`config.mk`:
```
export PLATFORM = sky130hd
export DESIGN_NAME = noc_depacketizer_flat
export DESIGN_NICKNAME = d
export VERILOG_FILES = /design/src/rtl/Noc_parameters.sv /design/src/rtl/noc_depacketizer_pkg.sv /design/src/rtl/noc_depacketizer_if.sv /design/src/rtl/noc_flit_fifo.sv /design/src/rtl/noc_depacketizer.sv /design/src/flat_wrapper.sv
export SDC_FILE = /design/constraint.sdc
export NUM_CORES = 1
export LEC_CHECK = 0
export ABC_AREA = 1
export BUFFER_PORTS_ARGS = -buffer_cell sky130_fd_sc_hd__buf_2
export CORE_ASPECT_RATIO = 0.7
export CORE_UTILIZATION = 35
export DETAILED_ROUTE_END_ITERATION = 16
export HOLD_SLACK_MARGIN = 0.02
export PLACE_DENSITY = 0.59
export SYNTH_ARGS = -nofsm -noshare
export SYNTH_HDL_FRONTEND = slang
export SYNTH_SLANG_ARGS = --single-unit
export TNS_END_PERCENT = 20
```
`constraint.sdc`:
```
create_clock -name noc_clk -period 3.75 [get_ports noc_clk]
set_clock_uncertainty 0.1 [all_clocks]
set_input_delay 0.375 -clock noc_clk [delete_from_list [all_inputs] [get_ports noc_clk]]
set_output_delay 0.375 -clock noc_clk [all_outputs]
set_load 0.05 [all_outputs]
```
`src/rtl/Noc_parameters.sv`:
```
// Shared NoC flit-format constants: field positions, marker values and ID widths.
// Every block that parses or builds flits takes its format from here.
package Noc_parameters;

  localparam int Noc_Data_Width   = 32;
  localparam int Noc_ID_X_Width   = 2;
  localparam int Noc_ID_Y_Width   = 2;

  // H marker [31:28], source ID [27:24], destination ID [23:20], E marker [19:16]
  localparam int Noc_Point_H      = 28;
  localparam int Noc_Source_Point = 24;
  localparam int Axi_Len_Point    = 20;
  localparam int Noc_Point_E      = 16;

  localparam logic [3:0] Noc_Head_H = 4'hA;
  localparam logic [3:0] Noc_Head_E = 4'h5;
  localparam logic [3:0] Noc_Tail_H = 4'hC;
  localparam logic [3:0] Noc_Tail_E = 4'h3;

endpackage

```
`src/rtl/noc_depacketizer_pkg.sv`:
```
// Types shared by the depacketizer, its interface and its payload FIFO.
// Holds types only; all flit-format numbers live in Noc_parameters.
package noc_depacketizer_pkg;
  import Noc_parameters::*;

  typedef enum logic {
    IDLE = 1'b0,
    BODY = 1'b1
  } state_e;

  typedef struct packed {
    logic                      is_header;
    logic                      is_tail;
    logic [Noc_Data_Width-1:0] data;
  } flit_t;

  typedef struct packed {
    logic                      last;
    logic [Noc_Data_Width-1:0] data;
  } fifo_word_t;

endpackage

```
`src/rtl/noc_depacketizer_if.sv`:
```
// Flit input from the router local port and payload stream output of the depacketizer.
// slave is the depacketizer side, master is the router/consumer side.
interface noc_depacketizer_if;
  import Noc_parameters::*;
  import noc_depacketizer_pkg::*;

  logic                      in_valid;
  flit_t                     in_flit;
  logic                      in_ready;
  logic                      out_valid;
  logic                      out_ready;
  logic [Noc_Data_Width-1:0] out_data;
  logic                      out_last;

  modport slave (
    input  in_valid, in_flit, out_ready,
    output in_ready, out_valid, out_data, out_last
  );

  modport master (
    output in_valid, in_flit, out_ready,
    input  in_ready, out_valid, out_data, out_last
  );

endinterface

```
`src/rtl/noc_flit_fifo.sv`:
```
// Show-ahead synchronous FIFO for payload words; head entry is visible on pop_data
// while not empty. Pushes into a full FIFO are dropped even if a pop happens that cycle.
module noc_flit_fifo #(
  parameter int WIDTH = 33,
  parameter int DEPTH = 4
) (
  input  logic             noc_clk,
  input  logic             noc_rst_n,
  input  logic             push,
  input  logic [WIDTH-1:0] push_data,
  input  logic             pop,
  output logic [WIDTH-1:0] pop_data,
  output logic             full,
  output logic             empty
);
  localparam int AW = (DEPTH > 1) ? $clog2(DEPTH) : 1;

  logic [WIDTH-1:0] mem [DEPTH];
  logic [AW:0]      wr_ptr_q, wr_ptr_d;
  logic [AW:0]      rd_ptr_q, rd_ptr_d;
  logic             push_ok, pop_ok;

  // Extra pointer bit distinguishes full from empty when the indices coincide.
  assign empty    = (wr_ptr_q == rd_ptr_q);
  assign full     = (wr_ptr_q[AW] != rd_ptr_q[AW]) && (wr_ptr_q[AW-1:0] == rd_ptr_q[AW-1:0]);
  assign push_ok  = push && !full;
  assign pop_ok   = pop && !empty;
  assign pop_data = mem[rd_ptr_q[AW-1:0]];

  always_comb begin
    wr_ptr_d = wr_ptr_q;
    rd_ptr_d = rd_ptr_q;
    if (push_ok) wr_ptr_d = wr_ptr_q + {{AW{1'b0}}, 1'b1};
    if (pop_ok)  rd_ptr_d = rd_ptr_q + {{AW{1'b0}}, 1'b1};
  end

  always_ff @(posedge noc_clk or negedge noc_rst_n) begin
    if (!noc_rst_n) begin
      wr_ptr_q <= '0;
      rd_ptr_q <= '0;
    end else begin
      wr_ptr_q <= wr_ptr_d;
      rd_ptr_q <= rd_ptr_d;
    end
  end

  always_ff @(posedge noc_clk) begin
    if (push_ok) mem[wr_ptr_q[AW-1:0]] <= push_data;
  end

endmodule

```
`src/rtl/noc_depacketizer.sv`:
```
// Strips header/tail flits from NoC packets and streams payload words with a last marker.
// One data word is held back so the final word can be tagged last when the tail arrives.
module noc_depacketizer
  import Noc_parameters::*;
  import noc_depacketizer_pkg::*;
#(
  parameter logic [Noc_ID_X_Width-1:0] X_ID       = '0,
  parameter logic [Noc_ID_Y_Width-1:0] Y_ID       = '0,
  parameter int                        FIFO_DEPTH = 4
) (
  input  logic                      noc_clk,
  input  logic                      noc_rst_n,
  noc_depacketizer_if.slave         bus,
  output logic                      pkt_done,
  output logic [Noc_ID_X_Width-1:0] pkt_src_x,
  output logic [Noc_ID_Y_Width-1:0] pkt_src_y,
  output logic [7:0]                pkt_len,
  output logic                      err_misroute,
  output logic                      err_protocol,
  output logic [15:0]               pkt_count,
  output logic [15:0]               err_count
);
  localparam int IdW      = Noc_ID_X_Width + Noc_ID_Y_Width;
  localparam int DstPoint = Noc_Source_Point - IdW;
  localparam int HW       = Noc_Data_Width - Noc_Point_H;
  localparam int EW       = Axi_Len_Point - Noc_Point_E;

  flit_t                     flit;
  logic [HW-1:0]             h_mark;
  logic [EW-1:0]             e_mark;
  logic [IdW-1:0]            src_id, dst_id;
  logic                      head_ok, tail_ok, accept, start_pkt;

  state_e                    state_q, state_d;
  logic                      running_q, running_d;
  logic                      hold_valid_q, hold_valid_d;
  logic [Noc_Data_Width-1:0] hold_data_q, hold_data_d;
  logic [Noc_ID_X_Width-1:0] cur_x_q, cur_x_d, pkt_src_x_q, pkt_src_x_d;
  logic [Noc_ID_Y_Width-1:0] cur_y_q, cur_y_d, pkt_src_y_q, pkt_src_y_d;
  logic [7:0]                len_q, len_d, pkt_len_q, pkt_len_d;
  logic                      pkt_done_q, pkt_done_d;
  logic                      err_mis_q, err_mis_d, err_proto_q, err_proto_d;
  logic [15:0]               pkt_count_q, pkt_count_d, err_count_q, err_count_d;

  logic                      fifo_push, fifo_full, fifo_empty;
  fifo_word_t                fifo_push_word, fifo_pop_word;

  assign flit    = bus.in_flit;
  assign h_mark  = flit.data[Noc_Data_Width-1:Noc_Point_H];
  assign e_mark  = flit.data[Axi_Len_Point-1:Noc_Point_E];
  assign src_id  = flit.data[Noc_Point_H-1:Noc_Source_Point];
  assign dst_id  = flit.data[Noc_Source_Point-1:DstPoint];
  assign head_ok = flit.is_header && !flit.is_tail && (h_mark == Noc_Head_H) && (e_mark == Noc_Head_E);
  assign tail_ok = (h_mark == Noc_Tail_H) && (e_mark == Noc_Tail_E);

  // running_q keeps in_ready low during reset and its release cycle without touching the reset pin.
  assign bus.in_ready = running_q && (!hold_valid_q || !fifo_full);
  assign accept       = bus.in_valid && bus.in_ready;

  always_comb begin
    state_d        = state_q;
    running_d      = 1'b1;
    hold_valid_d   = hold_valid_q;
    hold_data_d    = hold_data_q;
    cur_x_d        = cur_x_q;
    cur_y_d        = cur_y_q;
    len_d          = len_q;
    pkt_src_x_d    = pkt_src_x_q;
    pkt_src_y_d    = pkt_src_y_q;
    pkt_len_d      = pkt_len_q;
    pkt_done_d     = 1'b0;
    err_mis_d      = 1'b0;
    err_proto_d    = 1'b0;
    pkt_count_d    = pkt_count_q;
    err_count_d    = err_count_q;
    fifo_push      = 1'b0;
    fifo_push_word = '{last: 1'b1, data: hold_data_q};
    start_pkt      = 1'b0;

    if (accept) begin
      unique case (state_q)
        IDLE: begin
          if (head_ok) start_pkt = 1'b1;
          else         err_proto_d = 1'b1;
        end
        BODY: begin
          if (flit.is_header) begin
            // Header without a tail closes the open packet unannounced and may open a new one.
            fifo_push    = hold_valid_q;
            hold_valid_d = 1'b0;
            err_proto_d  = 1'b1;
            state_d      = IDLE;
            start_pkt    = head_ok;
          end else if (flit.is_tail) begin
            fifo_push    = hold_valid_q;
            hold_valid_d = 1'b0;
            pkt_done_d   = 1'b1;
            pkt_src_x_d  = cur_x_q;
            pkt_src_y_d  = cur_y_q;
            pkt_len_d    = len_q;
            pkt_count_d  = pkt_count_q + 16'd1;
            err_proto_d  = !tail_ok;
            state_d      = IDLE;
          end else begin
            fifo_push           = hold_valid_q;
            fifo_push_word.last = 1'b0;
            hold_valid_d        = 1'b1;
            hold_data_d         = flit.data;
            if (len_q != 8'hFF) len_d = len_q + 8'd1;
          end
        end
        default: state_d = IDLE;
      endcase
    end

    if (start_pkt) begin
      state_d      = BODY;
      hold_valid_d = 1'b0;
      len_d        = 8'd0;
      cur_x_d      = src_id[IdW-1:Noc_ID_Y_Width];
      cur_y_d      = src_id[Noc_ID_Y_Width-1:0];
      err_mis_d    = (dst_id != {X_ID, Y_ID});
    end

    if ((err_mis_d || err_proto_d) && (err_count_q != 16'hFFFF)) err_count_d = err_count_q + 16'd1;
  end

  always_ff @(posedge noc_clk or negedge noc_rst_n) begin
    if (!noc_rst_n) begin
      state_q      <= IDLE;
      running_q    <= 1'b0;
      hold_valid_q <= 1'b0;
      hold_data_q  <= '0;
      cur_x_q      <= '0;
      cur_y_q      <= '0;
      len_q        <= '0;
      pkt_src_x_q  <= '0;
      pkt_src_y_q  <= '0;
      pkt_len_q    <= '0;
      pkt_done_q   <= 1'b0;
      err_mis_q    <= 1'b0;
      err_proto_q  <= 1'b0;
      pkt_count_q  <= '0;
      err_count_q  <= '0;
    end else begin
      state_q      <= state_d;
      running_q    <= running_d;
      hold_valid_q <= hold_valid_d;
      hold_data_q  <= hold_data_d;
      cur_x_q      <= cur_x_d;
      cur_y_q      <= cur_y_d;
      len_q        <= len_d;
      pkt_src_x_q  <= pkt_src_x_d;
      pkt_src_y_q  <= pkt_src_y_d;
      pkt_len_q    <= pkt_len_d;
      pkt_done_q   <= pkt_done_d;
      err_mis_q    <= err_mis_d;
      err_proto_q  <= err_proto_d;
      pkt_count_q  <= pkt_count_d;
      err_count_q  <= err_count_d;
    end
  end

  noc_flit_fifo #(
    .WIDTH (Noc_Data_Width + 1),
    .DEPTH (FIFO_DEPTH)
  ) u_fifo (
    .noc_clk   (noc_clk),
    .noc_rst_n (noc_rst_n),
    .push      (fifo_push),
    .push_data (fifo_push_word),
    .pop       (bus.out_ready),
    .pop_data  (fifo_pop_word),
    .full      (fifo_full),
    .empty     (fifo_empty)
  );

  assign bus.out_valid = !fifo_empty;
  assign bus.out_data  = fifo_pop_word.data;
  assign bus.out_last  = fifo_pop_word.last;
  assign pkt_done      = pkt_done_q;
  assign pkt_src_x     = pkt_src_x_q;
  assign pkt_src_y     = pkt_src_y_q;
  assign pkt_len       = pkt_len_q;
  assign err_misroute  = err_mis_q;
  assign err_protocol  = err_proto_q;
  assign pkt_count     = pkt_count_q;
  assign err_count     = err_count_q;

endmodule

```
`src/flat_wrapper.sv`:
```
// flat-port wrapper written by rule: the top's interface ports become plain ports
module noc_depacketizer_flat import Noc_parameters::*; import noc_depacketizer_pkg::*;
#(
  parameter logic [Noc_ID_X_Width-1:0] X_ID       = '0,
  parameter logic [Noc_ID_Y_Width-1:0] Y_ID       = '0,
  parameter int                        FIFO_DEPTH = 4
)
  (noc_clk, noc_rst_n, pkt_done, pkt_src_x, pkt_src_y, pkt_len, err_misroute, err_protocol, pkt_count, err_count, bus_in_valid, bus_in_flit, bus_out_ready, bus_in_ready, bus_out_valid, bus_out_data, bus_out_last);
  noc_depacketizer_if bus_i ();
  input  logic noc_clk;
  input  logic noc_rst_n;
  output logic pkt_done;
  output logic [Noc_ID_X_Width-1:0] pkt_src_x;
  output logic [Noc_ID_Y_Width-1:0] pkt_src_y;
  output logic [7:0] pkt_len;
  output logic err_misroute;
  output logic err_protocol;
  output logic [15:0] pkt_count;
  output logic [15:0] err_count;
  input wire logic [$bits(bus_i.in_valid)-1:0] bus_in_valid;
  input wire logic [$bits(bus_i.in_flit)-1:0] bus_in_flit;
  input wire logic [$bits(bus_i.out_ready)-1:0] bus_out_ready;
  output wire logic [$bits(bus_i.in_ready)-1:0] bus_in_ready;
  output wire logic [$bits(bus_i.out_valid)-1:0] bus_out_valid;
  output wire logic [$bits(bus_i.out_data)-1:0] bus_out_data;
  output wire logic [$bits(bus_i.out_last)-1:0] bus_out_last;
  assign bus_i.in_valid = bus_in_valid;
  assign bus_i.in_flit = bus_in_flit;
  assign bus_i.out_ready = bus_out_ready;
  assign bus_in_ready = bus_i.in_ready;
  assign bus_out_valid = bus_i.out_valid;
  assign bus_out_data = bus_i.out_data;
  assign bus_out_last = bus_i.out_last;
  noc_depacketizer #(.X_ID(X_ID), .Y_ID(Y_ID), .FIFO_DEPTH(FIFO_DEPTH)) u_core (.noc_clk(noc_clk), .noc_rst_n(noc_rst_n), .bus(bus_i), .pkt_done(pkt_done), .pkt_src_x(pkt_src_x), .pkt_src_y(pkt_src_y), .pkt_len(pkt_len), .err_misroute(err_misroute), .err_protocol(err_protocol), .pkt_count(pkt_count), .err_count(err_count));
endmodule
```
==> implementation parameters, run 1 <==
Parameter                              Value

Floorplan
  Number of top-level pins    120
  Core Footprint    0.0270 mm^2
  Number of placement rows    50
  Floorplan die area    0.0284 mm^2
  Starting density of the core    0.359
  Chip height    141 um
  Die boundary width    201 um

CTS
  CTS Root Cell    clkbuf_16
  Clock net sink count    232
  Num CTS Buffers    25
  H-tree level count    1
  Setup bufs post-CTS    0
  Clock slew at reported path FFs    60 ps
  Bufs on Longest Clock Path    3
  TritonCTS clock tree    yes
  Clock latency on the worst-skew pair    510 ps

STA
  Transition time at the pin with the least slew margin    1070 ps
  Final count of pins violating max slew    0
  Final Hold Vio Count    0
  FMAX    331 MHz
  Setup-failing EPs final    0
  RSZ-0062 raised after global routing    no
  Final critical-path required period    3020 ps
  Post-route fraction of the period consumed by the critical path    0.806
  Total Neg Setup Slack    0 ps
  Headroom to the max-slew limit    0.290

Place
  Number of buffers added on ports    119
  DP Wirelength    14300 um
  Routability Congestion    0.810

Worst setup path
  Max stage delay cell, worst path    inv_2
  Sequence of cells on the critical path    inv_2, o21ai_0, o22ai_1, buf_2
  Maximum net fanout on the critical path    67
  Delay contributed by the slowest stage of the critical path    750 ps
  Critical path required time    3270 ps
  CP top delay family    buffers and inverters
  Category of the worst setup path capture point    output port
  Count of buffer and inverter cells on the critical path    2
  Startpoint class of the critical path    register
  Worst setup path class    reg -> out
  WP data arrival    2550 ps

Yosys
  Portion of synthesized cell area occupied by the leading cell type    0.409
  Mapped Cells    909
  Cell Area, Synth    0.00969 mm^2
  FF+latch count, synth    232
  Synth warn    0
  Unique cell type count in the Yosys netlist    31
  Most area-hungry cell type in the Yosys netlist    edfxtp_1
  Proportion of synthesized chip area in sequential cells    0.667
  Top area cells in the synthesized netlist    edfxtp_1 (41%), dfrtp_1 (26%), nand2_1 (8.7%)
  Share of synthesized flip-flops with an asynchronous set or reset    0.431
  Most common cell in the netlist    nand2_1
  Average cell area after synthesis    10.7 um^2
  Number of enable flip-flop cells after synthesis    132
  Most common library cells after synthesis    nand2_1 (224), edfxtp_1 (132), nor2_1 (115), dfrtp_1 (100), o21ai_0 (90)
  Syn Nets    955
  Primary flip-flop cell chosen by synthesis mapping    edfxtp_1

Power and ir drop
  Int Power    4540 uW
  Proportion of power drawn by combinational gates    0.332
  Worst supply voltage drop on vdd    0.314 mV
  Total power density per cell area    639 mW/mm^2
  Clock share of power    0.296
  Switching part of the total    0.393
  Sequential share of power    0.372
  Total leakage power    0.00519 uW
  Net switching power figure    2940 uW

Min path
  Hold WC Path Type    in -> reg

Routing
  Detailed-router iteration count before antenna repair    5
  Drt wl/cell    15.8 um
  DRC violation count after routing    0
  Routed Antenna Nets    0
  Routed vias    6824
  Via-per-instance ratio    4.73
  DR iter-0 viols    550
  Wire length reported by the detailed router    22800 um

Layout
  Area Overhead vs Synth    20.8%
  Fraction of layout cells with a size suffix above 1    0.174
  Utilization of the core after routing    0.434
  Number of fill cells in the layout    2603
  Fin nets    1105

Global route
  Number of antenna violations at the first check in global routing    3
  Residual overflow from global routing    0
  Pin count of the biggest net entering global routing    68
  Number of global-route vias before repair    6440
  Wire length of the first global-routing pass    35900 um
  Total routing resource utilization after global routing    0.160

Run status
  Run status    finished clean

Job
  Max-cap viol count    0
==> worst paths after layout <==
| kind | from | to | slack, ps | depth (start not counted) |
|---|---|---|---|---|
| setup / recovery | u_core.u_fifo.rd_ptr_q[0] | bus_out_data[27] | 730 | 4 |
| hold / removal | bus_in_flit[19] | u_core.hold_data_q[19] | 50 | 3 |
| setup reg to reg | u_core.u_fifo.rd_ptr_q[1] | u_core.u_fifo.mem[3][7] | 1070 | 10 |
| hold reg to reg | u_core.pkt_src_y[0] | u_core.pkt_src_y[0] | 380 | 2 |
| max in group asynchronous | noc_rst_n | u_core.hold_data_q[0] | 2420 | 3 |
| min in group asynchronous | noc_rst_n | u_core.err_count[13] | 420 | 2 |
==> cells in the final DEF, fill, tap and decap left out, types with 2 or more instances in the layout <==
master	n
nand2_1	224
edfxtp_1	132
buf_2	118
nor2_1	111
dfrtp_1	99
o21ai_0	90
inv_1	42
nand3_1	41
o22ai_1	33
dlygate4sd3_1	27
clkbuf_16	25
xor2_1	20
buf_4	12
xnor2_1	11
clkbuf_1	10
nor3_1	9
a21oi_1	9
ha_1	8
nand4_1	7
nor4_1	6
o21ai_1	6
clkinv_2	6
inv_2	5
nor2_4	5
nor2_2	4
nand2_2	3
clkinv_1	3
diode_2	2
nand4_4	2
==> kinds of logic after synthesis <==
kind of cell / synth area share
other cells: 0.000387
buf+inv: 0.0364
simple gates: 0.180
xor+xnor: 0.0280
compound gates: 0.0772
flops: 0.667
fa+ha+maj: 0.0103
==> what timing repair did <==
item,in CTS,in global routing
hold buffers,27,0
hold endpoints to repair,91,0
resized for setup,0,0
==> sequential cells by signal, summed over array words and instances, names as in the netlist <==
| name | count |
|---|---|
| u_core.state_q | 1 |
| u_core.running_q | 1 |
| u_core.u_fifo.mem | 132 |
| u_core.cur_y_q | 2 |
| u_core.u_fifo.rd_ptr_q | 3 |
| u_core.hold_data_q | 32 |
| u_core.pkt_count | 16 |
| u_core.err_misroute | 1 |
| u_core.pkt_src_x | 2 |
| u_core.err_protocol | 1 |
| u_core.hold_valid_q | 1 |
| u_core.err_count | 16 |
| u_core.pkt_src_y | 2 |
| u_core.len_q | 8 |
| u_core.pkt_done | 1 |
| u_core.u_fifo.wr_ptr_q | 3 |
| u_core.pkt_len | 8 |
| u_core.cur_x_q | 2 |
==> routing by layer <==
layer	wire, um	part of all wire	global-route usage	vias to the layer above
met2	9660	0.42	0.239	164
met4	286	0.013	0.0281	2
met3	1190	0.052	0.0291	26
li1	-	-	-	3384
met1	11700	0.51	0.245	3248
met5	8	0.00035	0	-
==> per-stage QoR <==
stage          hold slack [ps]  instances  area [um^2]  total power, uW  setup WS, ps
2_1_floorplan            -20.6        909         9690             4680           620
3_3_place_gp               363       1369        10700             5310          1100
3_5_place_dp               358       1369        10700             5320          1050
4_1_cts                   38.8       1442        11700             7580           706
5_1_grt                   52.5       1443        11700             7820           543
6_report                  54.7       1444        11700             7480           729
==> final cells by class <==
cell class	instances	area, um^2	share of cell area
antenna	2	5.00	0.000428
clock buffer	36	677	0.0578
clock inverter	10	50.0	0.00428
inverter	47	176	0.0151
multi-input combinational	595	2900	0.248
sequential	232	6470	0.553
tap	364	455	0.0389
timing repair buffer	158	971	0.0830
==> worst min-delay path: cells and delay by family <==
family                 cells  cell delay [ps]
buffers and inverters      1              130
and+or+nand+nor            2              120
==> power groups by stage <==
stage	clock network, uW	logic (uW)	registers [uW]
floorplan	0	1770	2910
global placement	0	2480	2830
detailed placement	0	2500	2830
CTS	2280	2520	2780
global route	2380	2660	2790
finish	2210	2480	2780
No activity file was read; power rests on OpenSTA's default activity.
==> inputs of run 2 (changes only) <==
--- a/config.mk
+++ b/config.mk
@@ -11,7 +11,7 @@
 export CORE_UTILIZATION = 35
 export DETAILED_ROUTE_END_ITERATION = 16
 export HOLD_SLACK_MARGIN = 0.02
-export PLACE_DENSITY = 0.59
+export PLACE_DENSITY = 0.61
 export SYNTH_ARGS = -nofsm -noshare
 export SYNTH_HDL_FRONTEND = slang
 export SYNTH_SLANG_ARGS = --single-unit
==> constraint.sdc (replaced) <==
create_clock -name noc_clk -period 2.63 [get_ports noc_clk]
set_clock_uncertainty 0.1 [all_clocks]
set_input_delay 0.263 -clock noc_clk [delete_from_list [all_inputs] [get_ports noc_clk]]
set_output_delay 0.263 -clock noc_clk [all_outputs]
set_load 0.05 [all_outputs]
==> run 2 against run 1 <==
Net effect:
- via count increased by 2.5%
- sequential share of layout area decreased by 1.3 points
- critical path type unchanged
- final cell count is 0.69% higher
==> implementation parameters, run 2 (synthesized netlist as in run 1, its figures left out) <==
Parameter                              Value

Worst setup path
  Startpoint class of the critical path    register
  WP data arrival    2140 ps
  Worst setup path class    reg -> out
  Critical path required time    2270 ps
  Maximum net fanout on the critical path    57
  Category of the worst setup path capture point    output port
  Logic depth of the worst register-to-register path    10

Layout
  Number of diodes    0
  Fraction of layout cells with a size suffix above 1    0.185
  Flip-flop count of the largest register, all copies and words added    132
  Fin nets    1119
  Area Overhead vs Synth    23.7%
  Most used cells in the layout excluding fill and tap cells    nand2_1 (224), edfxtp_1 (132), buf_2 (118)
  Most common cell after layout, fill and taps aside    nand2_1

Global route
  Number of antenna violations at the first check in global routing    0
  Top Usage Layer GRT    met2
  Wire length of the first global-routing pass    37800 um
  Residual overflow from global routing    0
  Met1 track utilization from global routing    0.249
  Total routing resource utilization after global routing    0.169
  Met3 track utilization from global routing    0.0259
  Pin count of the biggest net entering global routing    58
  Met2 capacity usage during global routing    0.263
  Number of global-route vias before repair    6801

CTS
  Num CTS Buffers    23
  Bufs on Longest Clock Path    3
  TritonCTS clock tree    yes
  Clock latency on the worst-skew pair    520 ps
  CTS-repair resized insts    0
  Clock net sink count    232
  Clock slew at reported path FFs    60 ps
  H-tree level count    1
  CTS Root Cell    clkbuf_16

Floorplan
  Starting density of the core    0.359
  Floorplan die area    0.0284 mm^2
  Die boundary width    201 um
  Number of placement rows    50
  Core Footprint    0.0270 mm^2
  Number of top-level pins    120
  Chip height    141 um

Job
  Max-cap viol count    0

Power and ir drop
  Int Power    6930 uW
  Sequential share of power    0.356
  Total power density per cell area    932 mW/mm^2
  Clock share of power    0.321
  Net switching power figure    4230 uW
  Power after layout    11200 uW
  Switching part of the total    0.379
  Total leakage power    0.00533 uW
  Proportion of power drawn by combinational gates    0.323
  Worst supply voltage drop on vdd    0.429 mV

STA
  Final Hold Vio Count    0
  Final critical-path required period    2500 ps
  Headroom to the max-slew limit    0.560
  Post-route fraction of the period consumed by the critical path    0.952
  Total Neg Setup Slack    0 ps
  Setup slack of the critical path after layout    127 ps
  Setup-failing EPs final    0
  Transition time at the pin with the least slew margin    654 ps
  RSZ-0062 raised after global routing    no
  FMAX    400 MHz
  Final count of pins violating max slew    0
  Worst hold margin    58.1 ps

Place
  DP Wirelength    15300 um
  Number of buffers added on ports    119
  Worst slack at placement    360 ps
  Routability Congestion    0.826

Routing
  Wire length reported by the detailed router    23700 um
  Routed vias    6995
  Drt wl/cell    16.3 um
  Via-per-instance ratio    4.81
  DR iter-0 viols    517
  DRC violation count after routing    0
  Detailed-router iteration count before antenna repair    5
  Routed Antenna Nets    0

Min path
  Hold path depth    3
  Hold WC Path Type    in -> reg

Run status
  Run status    finished clean
-- run 2: cell types whose count changed in the layout (fill, tap and decap cells not counted), moves of 4 or more --
| cell | previous run | this run |
|---|---|---|
| bufinv_16 | 0 | 5 |
| clkbuf_1 | 10 | 4 |
| buf_12 | 1 | 5 |
| buf_4 | 12 | 18 |
| dlygate4sd3_1 | 27 | 33 |
-- run 2: cell type report --
| type | count | area (um^2) |
|---|---|---|
| Clock buffer | 30 | 632 |
| Clock inverter | 12 | 191 |
| Fill cell | 2544 | 15000 |
| Inverter | 47 | 176 |
| Multi-Input combinational cell | 595 | 2910 |
| Sequential cell | 232 | 6470 |
| Tap cell | 364 | 455 |
| Timing Repair Buffer | 174 | 1160 |
-- run 2: what timing repair did --
item	CTS	global route
hold endpoints to repair	70	0
buffers inserted	0	0
hold buffers	33	0
-- run 2: power by group through the flow --
stage               registers (uW)  clock network [uW]  logic (uW)
finish                        3970                3580        3610
global route                  3980                3790        3850
CTS                           3970                3660        3650
detailed placement            4040                   0        3610
global placement              4040                   0        3590
floorplan                     4150                   0        2530
-- run 2: per-stage QoR --
stage	cell area, um^2	cells	utilization
after global routing	12000	1454	0.445
after CTS	12000	1454	0.445
after floorplan	9690	909	-
after detailed placement	10800	1379	0.402
final	12000	1454	0.445
after global placement	10800	1379	0.402
-- run 2: final timing paths --
kind                                           start                        to  slack (ps)
max                        u_core.u_fifo.rd_ptr_q[0]          bus_out_data[23]         130
min                                  bus_in_flit[16]    u_core.hold_data_q[16]          60
max reg2reg                u_core.u_fifo.wr_ptr_q[1]  u_core.u_fifo.mem[3][17]         360
min reg2reg                      u_core.pkt_src_y[0]       u_core.pkt_src_y[0]         380
max in group asynchronous                  noc_rst_n         u_core.pkt_len[4]        1630
min in group asynchronous                  noc_rst_n       u_core.err_count[5]         160
-- run 2: critical path: stages (launching register included) --
cell and delay [ps]:
dfrtp_2 430, inv_2 180, buf_12 270, o21ai_0 110, o22ai_1 270, buf_2 330
-- run 2: metal layers --
metal / part of all wire / up-vias
met5: 0 / -
met2: 0.43 / 191
li1: - / 3413
met3: 0.048 / 38
met4: 0.021 / 0
met1: 0.50 / 3353
==> inputs of run 3 (changes only) <==
--- a/config.mk
+++ b/config.mk
@@ -8,11 +8,12 @@
 export ABC_AREA = 1
 export BUFFER_PORTS_ARGS = -buffer_cell sky130_fd_sc_hd__buf_2
 export CORE_ASPECT_RATIO = 0.7
-export CORE_UTILIZATION = 35
+export CORE_UTILIZATION = 44
 export DETAILED_ROUTE_END_ITERATION = 16
 export HOLD_SLACK_MARGIN = 0.02
-export PLACE_DENSITY = 0.61
+export PLACE_DENSITY = 0.76
 export SYNTH_ARGS = -nofsm -noshare
 export SYNTH_HDL_FRONTEND = slang
+export SYNTH_HIERARCHICAL = 1
 export SYNTH_SLANG_ARGS = --single-unit
 export TNS_END_PERCENT = 20
==> run 3 against run 2 <==
Net effect:
- the flow now finishes with violations (DRC)
- wire length is 5.0% lower
- synthesized area is 0.48% higher
- highest routed layer unchanged
- non-clock buffer count is 2 higher
- clock power is 13% lower
==> implementation parameters, run 3 <==
Parameter                              Value

Yosys
  Top area cells in the synthesized netlist    edfxtp_1 (41%), dfrtp_1 (26%), nand2_1 (8.4%)
  FF+latch count, synth    232
  Cell Area, Synth    0.00974 mm^2
  Unique cell type count in the Yosys netlist    36
  Most common cell in the netlist    nand2_1
  Primary flip-flop cell chosen by synthesis mapping    edfxtp_1
  Synth warn    6
  Number of enable flip-flop cells after synthesis    132
  Portion of synthesized cell area occupied by the leading cell type    0.407
  Most area-hungry cell type in the Yosys netlist    edfxtp_1
  Share of synthesized flip-flops with an asynchronous set or reset    0.431
  Syn Nets    944
  Proportion of synthesized chip area in sequential cells    0.664
  Most common library cells after synthesis    nand2_1 (218), edfxtp_1 (132), nor2_1 (102), dfrtp_1 (100), o21ai_0 (90)
  Average cell area after synthesis    10.8 um^2
  Mapped Cells    898

Layout
  Utilization of the core after routing    0.546
  Most used cells in the layout excluding fill and tap cells    nand2_1 (218), edfxtp_1 (132), buf_2 (118)
  Area Overhead vs Synth    21.5%
  Fraction of layout cells with a size suffix above 1    0.191
  Most common cell after layout, fill and taps aside    nand2_1
  Fin nets    1108
  Final instance area    0.0118 mm^2
  Flip-flop count of the largest register, all copies and words added    132
  Number of fill cells in the layout    1826

STA
  Final count of pins violating max slew    0
  Final critical-path required period    2460 ps
  Headroom to the max-slew limit    0.634
  Post-route fraction of the period consumed by the critical path    0.934
  Setup-failing EPs final    0
  FMAX    407 MHz
  Final Hold Vio Count    0
  Transition time at the pin with the least slew margin    548 ps
  RSZ-0062 raised after global routing    yes

Power and ir drop
  Total leakage power    0.00517 uW
  Total power density per cell area    932 mW/mm^2
  Worst supply voltage drop on vdd    0.607 mV

CTS
  H-tree level count    1
  Bufs on Longest Clock Path    3
  CTS Root Cell    clkbuf_16
  Clock latency on the worst-skew pair    500 ps
  TritonCTS clock tree    yes
  Setup bufs post-CTS    0
  Num CTS Buffers    22
  Clock slew at reported path FFs    70 ps
  Clock net sink count    232

Worst setup path
  Delay contributed by the slowest stage of the critical path    460 ps
  CP top delay family    buffers and inverters
  Category of the worst setup path capture point    output port
  Count of buffer and inverter cells on the critical path    2
  WP data arrival    2090 ps
  Worst flop-to-flop path endpoint    u_core/pkt_count[13]
  Critical path required time    2270 ps
  Sequence of cells on the critical path    buf_4, o21ai_0, o22ai_1, buf_2
  Max stage delay cell, worst path    dfrtp_2
  Worst r2r src    u_core/u_fifo/wr_ptr_q[2]
  Maximum net fanout on the critical path    35
  Startpoint class of the critical path    register
  Worst setup path class    reg -> out
  Flop-to-flop setup slack    270 ps
  Logic depth of the worst register-to-register path    15

Job
  Max-cap viol count    0

Routing
  Routed Antenna Nets    0
  Routed vias    7053
  Via-per-instance ratio    5.18
  Wire length reported by the detailed router    22500 um
  Top routing layer in use    met4
  Detailed-router iteration count before antenna repair    12
  Detailed route wirelength on metal3    1460 um
  Drt wl/cell    16.5 um
  Wire length the detailed router placed on met1    10600 um
  DR iter-0 viols    690
  DRC violation count after routing    7
  Detailed-routed wire length on met2    9990 um

Place
  Total cell area at the placement stage    0.0108 mm^2
  Routability Congestion    0.860
  Number of buffers added on ports    119
  DP Wirelength    14900 um

Global route
  Number of antenna violations at the first check in global routing    1
  Total routing resource utilization after global routing    0.200
  Number of global-route vias before repair    6790
  Wire length of the first global-routing pass    36300 um
  Residual overflow from global routing    0
  Pin count of the biggest net entering global routing    44

Min path
  Hold WC Path Type    in -> async

Floorplan
  Core Footprint    0.0217 mm^2
  Starting density of the core    0.449
  Number of top-level pins    120
  Floorplan die area    0.0227 mm^2
  Number of placement rows    45
  Chip height    126 um
  Die boundary width    180 um

Run status
  Run status    complete, but fails checks
  Failing checks    DRC
-- run 3: changes by cell type after synthesis, moves of 4 or more --
cell / delta
nand2_1: -6
nor4_1: -6
clkbuf_1: -8
inv_2: -4
inv_1: +4
nor2_1: -13
nand3_1: +6
buf_6: +4
o21ai_1: -5
-- run 3: cell type report --
cell class / instances / area, um^2 / share of cell area
tap: 282 / 353 / 0.0298
sequential: 232 / 6470 / 0.547
inverter: 49 / 189 / 0.0160
antenna: 1 / 2.50 / 0.000212
clock inverter: 12 / 95.1 / 0.00804
clock buffer: 28 / 624 / 0.0528
timing repair buffer: 176 / 1200 / 0.101
multi-input combinational: 581 / 2900 / 0.245
-- run 3: metal layers --
layer,track usage,up-vias
met2,0.307,243
met4,0.0507,0
met1,0.293,3400
met3,0.0365,35
met5,0,-
li1,-,3375
-- run 3: cell families (layout without fill, tap and decap cells) --
| kind of cell | after synthesis | after routing | synth area share |
|---|---|---|---|
| and+or+nand+nor | 408 | 408 | 0.179 |
| DFF | 232 | 232 | 0.664 |
| AOI/OAI and AO/OA | 131 | 131 | 0.0718 |
| buffers and inverters | 85 | 265 | 0.0419 |
| xor gates and xnor gates | 30 | 30 | 0.0289 |
| adders and majority gates | 8 | 8 | 0.0103 |
| muxes | 3 | 3 | 0.00347 |
| other | 1 | 2 | 0.000385 |
-- run 3: what timing repair did --
item | CTS | global route
setup endpoints to repair | 0 | 21
gates resized for setup | 0 | 3
hold endpoints to repair | 111 | 0
hold buffers | 34 | 0
-- run 3: how the worst max path moves through the flow --
stage,start,to,cells past startpoint
CTS,u_core/u_fifo/rd_ptr_q[0],bus_out_data[1],5
global route,u_core/u_fifo/wr_ptr_q[1],u_core/pkt_len[4],12
global placement,u_core/u_fifo/wr_ptr_q[1],u_core/u_fifo/mem[1][28],12
finish,u_core/u_fifo/rd_ptr_q[0],bus_out_data[21],4
detailed placement,u_core/u_fifo/wr_ptr_q[1],u_core/err_count[8],13
floorplan,u_core/u_fifo/rd_ptr_q[0],u_core/u_fifo/mem[0][0],9
-- run 3: report_power, final --
part / internal [uW] / switching (uW)
logic: 876 / 2770
registers: 4050 / 220
clock network: 1780 / 1330
total: 6710 / 4320
-- run 3: stage by stage --
step | worst slack (ps) | instances | power, uW | hold WS (ps) | setup TNS (ps)
after floorplan | -163 | 898 | 7080 | -133 | -16130
after global placement | 357 | 1286 | 7900 | 131 | 0
after detailed placement | 212 | 1286 | 7960 | 133 | 0
after CTS | 135 | 1360 | 11100 | 134 | 0
after global routing | -7.65 | 1361 | 11500 | 160 | -7.65
final | 174 | 1361 | 11000 | 144 | 0
